--- src/rtl/uart_rx_ctrl.sv ---
// UART receive sequencer: synchronises rx, times each bit with a baud counter,
// assembles an 8N1 frame LSB first and offers the byte through valid/ready.
module uart_rx_ctrl #(
    parameter int BAUD_DIV  = 5208,
    parameter int SAMPLE_AT = BAUD_DIV / 2,
    parameter int DATA_BITS = 8
) (
    input  logic                 clk,
    input  logic                 rst,
    input  logic                 rx,
    output logic [DATA_BITS-1:0] rx_data,
    output logic                 rx_valid,
    input  logic                 rx_ready,
    output logic                 frame_err,
    output logic                 overrun,
    output logic                 busy
);

    localparam int CW = (BAUD_DIV > 1) ? $clog2(BAUD_DIV) : 1;
    localparam int BW = (DATA_BITS > 1) ? $clog2(DATA_BITS) : 1;
    localparam logic [CW-1:0] CNT_LAST   = CW'(BAUD_DIV - 1);
    localparam logic [CW-1:0] CNT_SAMPLE = CW'(SAMPLE_AT);
    localparam logic [BW-1:0] BIT_LAST   = BW'(DATA_BITS - 1);

    typedef enum logic [2:0] {
        IDLE,
        START,
        DATA,
        STOP,
        BRK
    } state_t;

    state_t               state, state_next;
    logic [CW-1:0]        cnt, cnt_next;
    logic [BW-1:0]        bit_idx, bit_idx_next;
    logic [DATA_BITS-1:0] shift, shift_next;
    logic                 sync1, rx_s, rx_prev;
    logic                 deliver, deliver_next;
    logic                 frame_err_next;
    logic                 bit_end, mid_bit;

    assign bit_end = (cnt == CNT_LAST);
    assign mid_bit = (cnt == CNT_SAMPLE);

    always_comb begin
        state_next     = state;
        bit_idx_next   = bit_idx;
        shift_next     = shift;
        deliver_next   = 1'b0;
        frame_err_next = 1'b0;
        cnt_next       = cnt + 1'b1;
        case (state)
            IDLE: begin
                if (rx_prev && !rx_s) state_next = START;
            end
            START: begin
                if (mid_bit && rx_s) begin
                    state_next = IDLE;
                end else if (bit_end) begin
                    state_next   = DATA;
                    bit_idx_next = '0;
                end
            end
            DATA: begin
                if (mid_bit) shift_next = {rx_s, shift[DATA_BITS-1:1]};
                if (bit_end) begin
                    if (bit_idx == BIT_LAST) state_next = STOP;
                    else bit_idx_next = bit_idx + 1'b1;
                end
            end
            // Leaving at mid-stop gives half a bit of slack before the next start edge.
            STOP: begin
                if (mid_bit) begin
                    if (rx_s) begin
                        state_next   = IDLE;
                        deliver_next = 1'b1;
                    end else begin
                        state_next     = BRK;
                        frame_err_next = 1'b1;
                    end
                end
            end
            BRK: begin
                if (rx_s) state_next = IDLE;
            end
            default: state_next = IDLE;
        endcase
        if (state_next != state || bit_end || state == IDLE) cnt_next = '0;
    end

    always_ff @(posedge clk) begin
        if (rst) begin
            state     <= IDLE;
            cnt       <= '0;
            bit_idx   <= '0;
            shift     <= '0;
            sync1     <= 1'b1;
            rx_s      <= 1'b1;
            rx_prev   <= 1'b1;
            deliver   <= 1'b0;
            rx_data   <= '0;
            rx_valid  <= 1'b0;
            frame_err <= 1'b0;
            overrun   <= 1'b0;
            busy      <= 1'b0;
        end else begin
            sync1     <= rx;
            rx_s      <= sync1;
            rx_prev   <= rx_s;
            state     <= state_next;
            cnt       <= cnt_next;
            bit_idx   <= bit_idx_next;
            shift     <= shift_next;
            deliver   <= deliver_next;
            frame_err <= frame_err_next;
            busy      <= (state_next != IDLE);
            overrun   <= deliver && rx_valid && !rx_ready;
            // A byte may replace the held one only when the consumer takes it this cycle.
            if (deliver) begin
                if (!rx_valid || rx_ready) begin
                    rx_data  <= shift;
                    rx_valid <= 1'b1;
                end
            end else if (rx_valid && rx_ready) begin
                rx_valid <= 1'b0;
            end
        end
    end

endmodule

--- config.mk ---
export PLATFORM = sky130hd
export DESIGN_NAME = uart_rx_ctrl
export DESIGN_NICKNAME = d
export VERILOG_FILES = /design/src/rtl/uart_rx_ctrl.sv
export SDC_FILE = /design/constraint.sdc
export NUM_CORES = 1
export LEC_CHECK = 0
export CORE_MARGIN = 10
export CORE_UTILIZATION = 56
export DETAILED_ROUTE_END_ITERATION = 10
export GPL_ROUTABILITY_DRIVEN = 0
export PLACE_DENSITY = 0.83
export SKIP_LAST_GASP = 1
export SYNTH_ARGS = -nofsm -noshare
export SYNTH_HDL_FRONTEND = slang
export SYNTH_SLANG_ARGS = --single-unit
--- constraint.sdc ---
create_clock -name clk -period 2.1 [get_ports clk]
set_clock_uncertainty 0.05 [all_clocks]
set_input_delay 0.42 -clock clk [delete_from_list [all_inputs] [get_ports clk]]
set_output_delay 0.42 -clock clk [all_outputs]
set_load 0.02 [all_outputs]
==> run_results.csv <==
group,metric,value,unit
yosys,netlist-cell-type-count,47,
worst_hold_path,min_path_type,"register to register",
clock_tree,numCtsBuffers,5,
timing,slew_headroom,66.0,%
yosys,syn-num-nets,216,
critical_path,path_class,"register to output port",
die,fp.dieH,78.7,microns
pwr,power_leakage,0.779,nW
timing,finalHoldViolCount,0,
yosys,synthArstFlopShare,0,%
die,ioPinCount,16,
routing,antenna_left,0,
pwr,internal_power,1.10,mW
timing,period_needed,1.85,ns
timing,holdWs,0.392,ns
timing,finalSetupTns,0,ns
routing,first_pass_iters,4,
routing,wire_per_inst,14.1,microns
critical_path,path_delay_family,"buffers and inverters",
pwr,seqPwrFrac,58.0,%
critical_path,cp.required,1.63,ns
pwr,p_comb_share,3.5,%
critical_path,path_buf_inv,1,
yosys,synth_top_area_cell,"dfxtp_1",
yosys,ys_seq_area_share,44.6,%
timing,slew_viol_final,0,
routing,viasPerCell,5.66,
routing,vias,1544,
critical_path,slowest_stage,"clkdlybuf4s50_1",
die,initial_core_util,57.8,%
yosys,syn_inst,208,
clock_tree,ctsResizeCount,0,
critical_path,start_kind,"register",
clock_tree,cts_setup_buffers,0,
timing,fin_crit_sh,88.2,%
yosys,syn_avg_cell_area,9.27,sq um
pwr,power_switching,0.332,mW
worst_hold_path,hp-start,"sync1",
critical_path,rrSetupSlack,0.29,ns
global_routing,grt_max_degree,28,
die,rows,21,
pwr,ir_drop,404,uV
clock_tree,cts_tree,"built",
clock_tree,holdBufCountCts,0,
routing,drcViolationCount,0,
global_routing,grt_pass1_wl,6.91,mm
pwr,p_per_area,645,nW/um^2
routing,routed_wl,3.84,mm
global_routing,grt_pass1_vias,1528,
clock_tree,cts_sinks,43,
worst_hold_path,min_path_cells,1,
die,core,3340,sq um
critical_path,r2r_start,"cnt[0]",
global_routing,gr-usage-all-layers,13.7,%
yosys,synth_edf_count,0,
global_routing,antenna_found_initial,0,
pwr,p_clk_share,38.5,%
global_routing,grt_overflow,0,
critical_path,r2r_end,"bit_idx[0]",
yosys,synth_top_area_share,44.6,%
cells_and_area,multiInputGateArea,991,sq um
timing,worst-slew-pin-transition,0.508,ns
critical_path,ff2ff_path_depth,5,
yosys,synthTopCellsByArea,"dfxtp_1 (45%), a21oi_1 (4.2%), mux2i_1 (4.2%)",
clock_tree,insertion_delay,0.38,ns
clock_tree,htree_levels,2,
placement,dp_hpwl,2.74,mm
cells_and_area,syn_to_final_growth,14.9,%
die,die_w,78.7,microns
cells_and_area,antennaDiodeCount,0,
job,cap_violations,0,
yosys,syn_area,1930,sq um
yosys,synth_warnings,0,
clock_tree,clockBufferDepth,2,
placement,io_buffers,15,
yosys,synth-seq-cells,43,
critical_path,worstSetupEndpointType,"output port",
status,status,"complete, no violations",
timing,setup_violations,0,
yosys,synth_flop_cell,"dfxtp_1",
cells_and_area,seqCellArea,861,sq um
critical_path,cp_max_fo,4,
timing,max_freq,540,MHz
clock_tree,cts_root_buf,"clkbuf_4",
cells_and_area,final_nets,234,
die,die-area,6190,sq um
critical_path,cp_slowest_stage_delay,0.63,ns
pwr,finalPower,1.43,mW
critical_path,arrival,1.38,ns
critical_path,cp_cell_sequence,"clkdlybuf4s50_1",
cells_and_area,fill_cells,296,
cells_and_area,drive_above_1_share,12.8,%
timing,rsz0062_at_grt,"no",
clock_tree,clkTransAtPathRegs,0.13,ns
pwr,swShare,23.2,%
worst_hold_path,whs_endpoint,"rx_s",
routing,drtIter0Drc,67,
==> power by group through the flow <==
| stage | clock (mW) | sequential (mW) | combinational [mW] |
|---|---|---|---|
| 2_1_floorplan | 0 | 0.844 | 0.0343 |
| 3_3_place_gp | 0 | 0.847 | 0.0490 |
| 3_5_place_dp | 0 | 0.847 | 0.0500 |
| 4_1_cts | 0.558 | 0.829 | 0.0503 |
| 5_1_grt | 0.588 | 0.830 | 0.0564 |
| 6_report | 0.551 | 0.829 | 0.0498 |
==> placed cells by master (no fill, tap or decap), types with 7 or more instances in the layout <==
| cell type | Yosys | routed |
|---|---|---|
| dfxtp_1 | 43 | 43 |
| a21oi_1 | 16 | 16 |
| nor2_1 | 16 | 16 |
| nand2_1 | 15 | 15 |
| clkdlybuf4s50_1 | 0 | 15 |
| nand3_1 | 13 | 13 |
| nor3_1 | 10 | 10 |
| mux2i_1 | 8 | 8 |
| inv_1 | 7 | 7 |
| xnor2_1 | 7 | 7 |
==> flip-flops by register name, indices dropped and copies added, names as in the netlist <==
name	flops
rx_s	1
overrun	1
cnt	13
sync1	1
rx_prev	1
busy	1
bit_idx	3
rx_data	8
rx_valid	1
deliver	1
frame_err	1
shift	8
state	3
==> cell type report <==
cell class | instances | share of cell area [%]
repair buffers | 21 | 8.81
clock inverters | 3 | 2.15
flip-flops and latches | 43 | 38.8
well taps | 46 | 2.60
clock buffers | 5 | 1.69
multi-input cells | 148 | 44.7
inverters | 7 | 1.19
==> layer usage <==
metal / track usage, % / share of wire (%) / vias up
li1: - / - / 775
met1: 16.9 / 46 / 731
met2: 20.6 / 47 / 30
met3: 5.81 / 4.9 / 8
met4: 5.73 / 2.2 / 0
met5: 0 / 0 / -
==> worst reg2reg max path, delay by kind of cell, from the launching register on <==
kind	cells	cell delay [ns]
and+or+nand+nor	3	0.90
adders and majority gates	1	0.20
DFF	1	0.46
AOI/OAI and AO/OA	1	0.14
==> worst max path at each step <==
stage                     from    endpoint  slack, ns  cells after the start
finish                rx_valid    rx_valid       0.25                      1
global route        bit_idx[0]      cnt[9]       0.12                      6
CTS                   rx_valid    rx_valid       0.24                      1
detailed placement      cnt[0]      cnt[9]       0.31                      7
global placement        cnt[6]      cnt[1]       0.35                      4
floorplan               cnt[0]  bit_idx[0]       0.35                      5
==> per-stage QoR <==
| step | setup WS (ns) | cell area, sq um | instances | util [%] |
|---|---|---|---|---|
| after global routing | 0.117 | 2220 | 273 | 66.4 |
| after CTS | 0.245 | 2220 | 273 | 66.4 |
| final | 0.248 | 2220 | 273 | 66.4 |
| after floorplan | 0.347 | 1930 | 208 | - |
| after detailed placement | 0.312 | 2130 | 265 | 63.9 |
| after global placement | 0.353 | 2130 | 265 | 63.9 |
==> kinds of logic (layout without fill, tap and decap cells) <==
group	count (synthesis)	in the layout	share of synthesized area, %
compound gates	31	31	9.80
xor+xnor	12	12	5.45
flops	43	43	44.6
mux	8	8	4.15
fa+ha+maj	4	4	2.60
buf+inv	17	36	3.96
simple gates	93	93	29.4
==> synthesized netlist by cell type, types with 2 or more instances <==
| master | count |
|---|---|
| buf_2 | 4 |
| ha_1 | 4 |
| a31oi_1 | 2 |
| nor4_1 | 2 |
| or2_2 | 3 |
| inv_1 | 7 |
| mux2i_1 | 8 |
| clkbuf_1 | 3 |
| nor3b_1 | 3 |
| xnor2_1 | 7 |
| a21oi_1 | 16 |
| nand2b_1 | 2 |
| or3_1 | 2 |
| nand2_1 | 15 |
| nor2_1 | 16 |
| and4_1 | 2 |
| dfxtp_1 | 43 |
| nor2b_1 | 3 |
| buf_4 | 2 |
| nor3_1 | 10 |
| and3_1 | 2 |
| xor2_1 | 5 |
| and4bb_4 | 3 |
| nand3_1 | 13 |
| nand4_1 | 6 |
| o21ai_0 | 4 |
Note: power is estimated with default switching activity, not from simulation.
==> edit 1, RTL diff (same flow settings) <==
`shift` no longer has a reset.
--- a/src/rtl/uart_rx_ctrl.sv
+++ b/src/rtl/uart_rx_ctrl.sv
@@ -93,7 +93,6 @@
             state     <= IDLE;
             cnt       <= '0;
             bit_idx   <= '0;
-            shift     <= '0;
             sync1     <= 1'b1;
             rx_s      <= 1'b1;
             rx_prev   <= 1'b1;
@@ -110,7 +109,6 @@
             state     <= state_next;
             cnt       <= cnt_next;
             bit_idx   <= bit_idx_next;
-            shift     <= shift_next;
             deliver   <= deliver_next;
             frame_err <= frame_err_next;
             busy      <= (state_next != IDLE);
@@ -127,5 +125,9 @@
         end
     end
 
+    always_ff @(posedge clk) begin
+        shift <= shift_next;
+    end
+
 endmodule
 
Behaviour: no difference found for any inputs over 10 cycles, from zero or initial values and one cycle with rst high; that may be too few to reach the edited logic, so the function may still have changed.
==> edit 1 against the original RTL <==
- the run now ends with negative setup slack left
- setup slack worse by 330 ps
- count of clock-buffer cells in the layout unchanged
- wire length up 18%
- worst hold slack worse by 13 ps
- synthesized area down 4.8%
- register-to-register slack worse by 380 ps
- sequential cell count unchanged
- power down 7.1%
- critical path depth up 4
- final area up 6.8%
==> edit 1: results (changes against the original RTL) <==
Route:
- The routed wire length is 4.52 mm (+18%).

Logic synthesis:
- The adder and majority gate portion of the synthesized area is 2.73% (+0.13 points).
- The synthesized netlist net count is 189 (-13%).
- The multiplexer area fraction after synthesis is 7.70% (+3.5 points).
- The synthesized-area fraction occupied by xor and xnor cells is 5.25% (-0.20 points).
- By count the netlist is led by sky130_fd_sc_hd__dfxtp_1 (35), sky130_fd_sc_hd__nor2_1 (27), sky130_fd_sc_hd__mux2i_1 (13).
- The number of distinct library cells after synthesis came to 40 (-15%).
- The part of the Yosys area used for sequential elements came to 51.3% (+6.6 points).
- The area fraction in compound gates after synthesis was 7.91% (-1.9 points).
- The number of enable-type register cells in the synthesized netlist is 8 (+8).

Timing:
- The setup TNS is -547 ps (-547 ps).
- The final critical-path setup slack came to -85.3 ps (-333 ps).
- The worst slew slack as a fraction of its limit came to 60.9% (-5.2 points).
- The total setup violations reported at the end of the flow came to 9 (+9).

Floorplan:
- The area of the die came to 5970 um^2 (-3.6%).

Final layout:
- The buffering overhead was 14.6% (+5.8 points).
- The fraction of standard cell area in multi-input logic is 39.2% (-5.6 points).
- The portion of the layout cell area used by clock cells is 2.59% (-1.2 points).
- The non-filler instance count after layout is 266 (-2.6%).
- The register area is 946 um^2 (+9.9%).
- The count of non-CTS buffers in the layout is 41 (+95%).
- The fill cell instance count of the final layout was 234 (-21%).
- The number of signal-net inverters in the final layout is 8 (+1).

Power and ir drop:
- The leakage power figure is 0.908 nW (+16%).

Global routing:
- The met2 demand-to-capacity share in global routing is 24.4% (+3.9 points).
- The global-route met1 utilization is 13.9% (-3.0 points).
- The largest net degree at the start of global routing is 21 (-25%).
- The met3 demand-to-capacity share in global routing came to 5.36% (-0.45 points).
- The overall routing resource usage is 13.8% (+0.12 points).

Run status:
- The flow ran to the end, but the final reports show violations.
- The checks that failed: negative setup slack.

Setup path:
- The critical path starts at cnt[4].
- The largest fanout on the critical path is 8 (+4).
- The critical path ends at cnt[4].

Placement:
- The number of placed cells counting well taps is 252 (-4.9%).
- The placed standard-cell area is 2170 um^2 (+2.0%).
- The half-perimeter wire length of the detailed placement result was 2.98 mm (+8.6%).

Hold path:
- The worst hold path begins at sync1.
-- edit 1: cell count changes in the layout (fill, tap and decap cells not counted), sizes merged, moves of 7 or more --
cell,change
a21oi,-15
dfxtp,-8
a211oi,+8
nor2,+11
nor3,-7
edfxtp,+8
buf,+19
nand3,-8
-- edit 1: routing by layer --
layer / vias up / share of wire [%]
li1: 718 / -
met2: 48 / 52
met3: 15 / 5.6
met5: - / 0
met4: 0 / 2.8
met1: 713 / 40
-- edit 1: cell families (layout without fill, tap and decap cells) --
| kind of cell | Yosys count | after routing |
|---|---|---|
| buffers and inverters | 16 | 57 |
| multiplexers | 14 | 14 |
| AND/OR/NAND/NOR | 73 | 73 |
| flip-flops | 43 | 43 |
| XOR/XNOR | 11 | 11 |
| AO/OA/AOI/OAI | 20 | 20 |
| adder cells (fa/ha/maj) | 4 | 4 |
-- edit 1: repair_timing --
action,in CTS,in global routing
endpoints found under the hold margin,0,0
endpoints found under the setup margin,8,17
setup buffers,0,5
pin swaps,1,4
gates resized for setup,7,18
gates cloned,0,1
-- edit 1: per-stage QoR --
step	worst slack, ps	hold slack (ps)	total power, mW
detailed placement	-185	344	0.913
floorplan	-14.8	339	0.897
global placement	-44.9	348	0.910
finish	-85.3	379	1.33
global route	-166	395	1.38
CTS	-42.1	378	1.32
-- edit 1: worst max-delay path: stages, from the launching register on --
cell and delay [ps]:
sky130_fd_sc_hd__dfxtp_1 360, sky130_fd_sc_hd__or4b_4 570, sky130_fd_sc_hd__nor3_2 290, sky130_fd_sc_hd__o32ai_1 140
sky130_fd_sc_hd__or3_4 460, sky130_fd_sc_hd__a211oi_2 240
-- edit 1: where the power goes --
group,switching [mW],internal (mW),leakage [nW]
clock network,0.285,0.134,0.0278
registers,0.00555,0.841,0.356
logic,0.0361,0.0264,0.524
total,0.327,1.00,0.908
==> edit 2, RTL diff (config.mk and constraints unchanged) <==
Made on the original files. The parameter `DATA_BITS` goes from 8 to 16.
--- a/src/rtl/uart_rx_ctrl.sv
+++ b/src/rtl/uart_rx_ctrl.sv
@@ -3,7 +3,7 @@
 module uart_rx_ctrl #(
     parameter int BAUD_DIV  = 5208,
     parameter int SAMPLE_AT = BAUD_DIV / 2,
-    parameter int DATA_BITS = 8
+    parameter int DATA_BITS = 16
 ) (
     input  logic                 clk,
     input  logic                 rst,
Ports: changed (resized rx_data); port bits go from 16 to 24. No check against the original RTL was run, so the function may have changed too.
==> edit 2 against the original RTL <==
- worst hold slack lost 1.3 ps
- sequential cell count grew 17
- final area grew 40%
- power grew 57%
- setup slack lost 200 ps
- sequential power grew 39%
- non-clock buffer count grew 18
- critical endpoint is now cnt[5]
- largest power group unchanged
- maximum frequency shrank 9.6%
- clock power grew 87%
- combinational power grew 41%
- wire length grew 43%
- synthesized area grew 30%
==> edit 2: results (changes against the original RTL) <==
Clock tree:
- The root buffer cell chosen for the clock tree is sky130_fd_sc_hd__clkbuf_8.
- The clock latency reported for the late side of the worst-skew pair was 350 ps (-30 ps).
- The number of buffers created by CTS is 9 (+4).

Logic synthesis:
- Counting instances in the post-synthesis netlist gives the leading cell types as sky130_fd_sc_hd__nand2_1 (71), sky130_fd_sc_hd__dfxtp_1 (60), sky130_fd_sc_hd__a21oi_1 (39).
- In the post-synthesis netlist, the biggest area contributors are sky130_fd_sc_hd__dfxtp_1 (48%), sky130_fd_sc_hd__nand2_1 (11%), sky130_fd_sc_hd__a21oi_1 (7.8%), sky130_fd_sc_hd__o41ai_1 (2.4%), sky130_fd_sc_hd__nor2_1 (2.4%).
- The synthesized netlist net count came to 307 (+42%).
- The cell count after synthesis is 300 (+44%).

Final layout:
- The non-filler instance count after layout is 389 (+42%).
- The largest registers in the layout are rx_data: 16 flops, shift: 16 flops, cnt: 13 flops.
- The fraction of layout instances using a drive strength above 1 came to 13.1% (+0.28 points).
- The final layout net count was 339 (+45%).
- The fill cell instance count of the final layout is 336 (+14%).

Placement:
- The half-perimeter wire length of the detailed placement result was 3.63 mm (+32%).
- The count of input and output buffers is 23 (+8).
- The pre-CTS setup slack is 5.30 ps (-306 ps).

Run status:
- The run finished with clean final reports.

Route:
- The total iterations of the first detailed-routing run is 5 (+1).
- The average routed wire per standard cell was 14.1 um (+0.61%).
- The average vias per placed instance is 5.52 (-2.4%).

Setup path:
- The largest fanout on the critical path came to 21 (+17).
- The endpoint arrival time on the critical path is 2240 ps (+860 ps).
- The critical path ends at cnt[5].

Global routing:
- The wire length of the first global-routing pass is 9.30 mm (+35%).
- The largest net degree at the start of global routing is 45 (+61%).
- The number of global-route vias before repair is 2,002 (+31%).

Timing:
- The maximum clock frequency was 488 MHz (-9.6%).
-- edit 2: kinds of logic after synthesis --
family | synth area share, %
simple gates | 28.1
flops | 47.9
compound gates | 14.5
buf+inv | 4.24
xor+xnor | 3.84
fa+ha+maj | 1.50
-- edit 2: cell type report --
cell class | count | area share (%)
multi-input cells | 215 | 40.0
flip-flops and latches | 60 | 38.9
repair buffers | 39 | 11.7
clock buffers | 12 | 4.69
well taps | 52 | 2.10
clock inverters | 4 | 1.58
inverters | 7 | 0.970
-- edit 2: what timing repair did --
item	4_1_cts	5_1_grt
setup endpoints to repair	4	9
pin swaps	1	0
gates resized for setup	0	8
-- edit 2: worst min path at each step --
stage,startpoint,end,slack [ps],cells past startpoint
floorplan,sync1,rx_s,340,1
global placement,sync1,rx_s,350,1
detailed placement,sync1,rx_s,380,1
CTS,sync1,rx_s,380,1
global route,sync1,rx_s,390,1
finish,sync1,rx_s,390,1
-- edit 2: critical path: stages, from the launching register on --
cell                       delay, ps
sky130_fd_sc_hd__dfxtp_1         330
sky130_fd_sc_hd__or4b_1          540
sky130_fd_sc_hd__o21a_1          120
sky130_fd_sc_hd__a2111o_1        320
sky130_fd_sc_hd__buf_12          170
sky130_fd_sc_hd__or3_1           370
sky130_fd_sc_hd__o41ai_2          60
-- edit 2: power by group through the flow --
stage	logic, mW	registers, mW	clock network (mW)
after global routing	0.0755	1.15	1.11
final	0.0701	1.15	1.03
after global placement	0.0666	1.17	0
after floorplan	0.0389	1.17	0
after detailed placement	0.0680	1.17	0
after CTS	0.0681	1.15	1.05
-- edit 2: stage by stage --
| stage | area (um^2) | TNS [ps] |
|---|---|---|
| after floorplan | 2510 | 0 |
| after global placement | 2860 | 0 |
| after detailed placement | 2860 | 0 |
| after CTS | 3050 | 0 |
| after global routing | 3090 | -97.1 |
| final | 3090 | 0 |
-- edit 2: layer usage --
metal	global-route usage, %	up-vias	share of wire [%]	wire [um]
met5	0	-	0	0
met4	7.36	0	1.4	79
met3	5.24	8	7.2	398
met2	23.4	55	48	2640
met1	18.7	990	43	2390
li1	-	1094	-	-
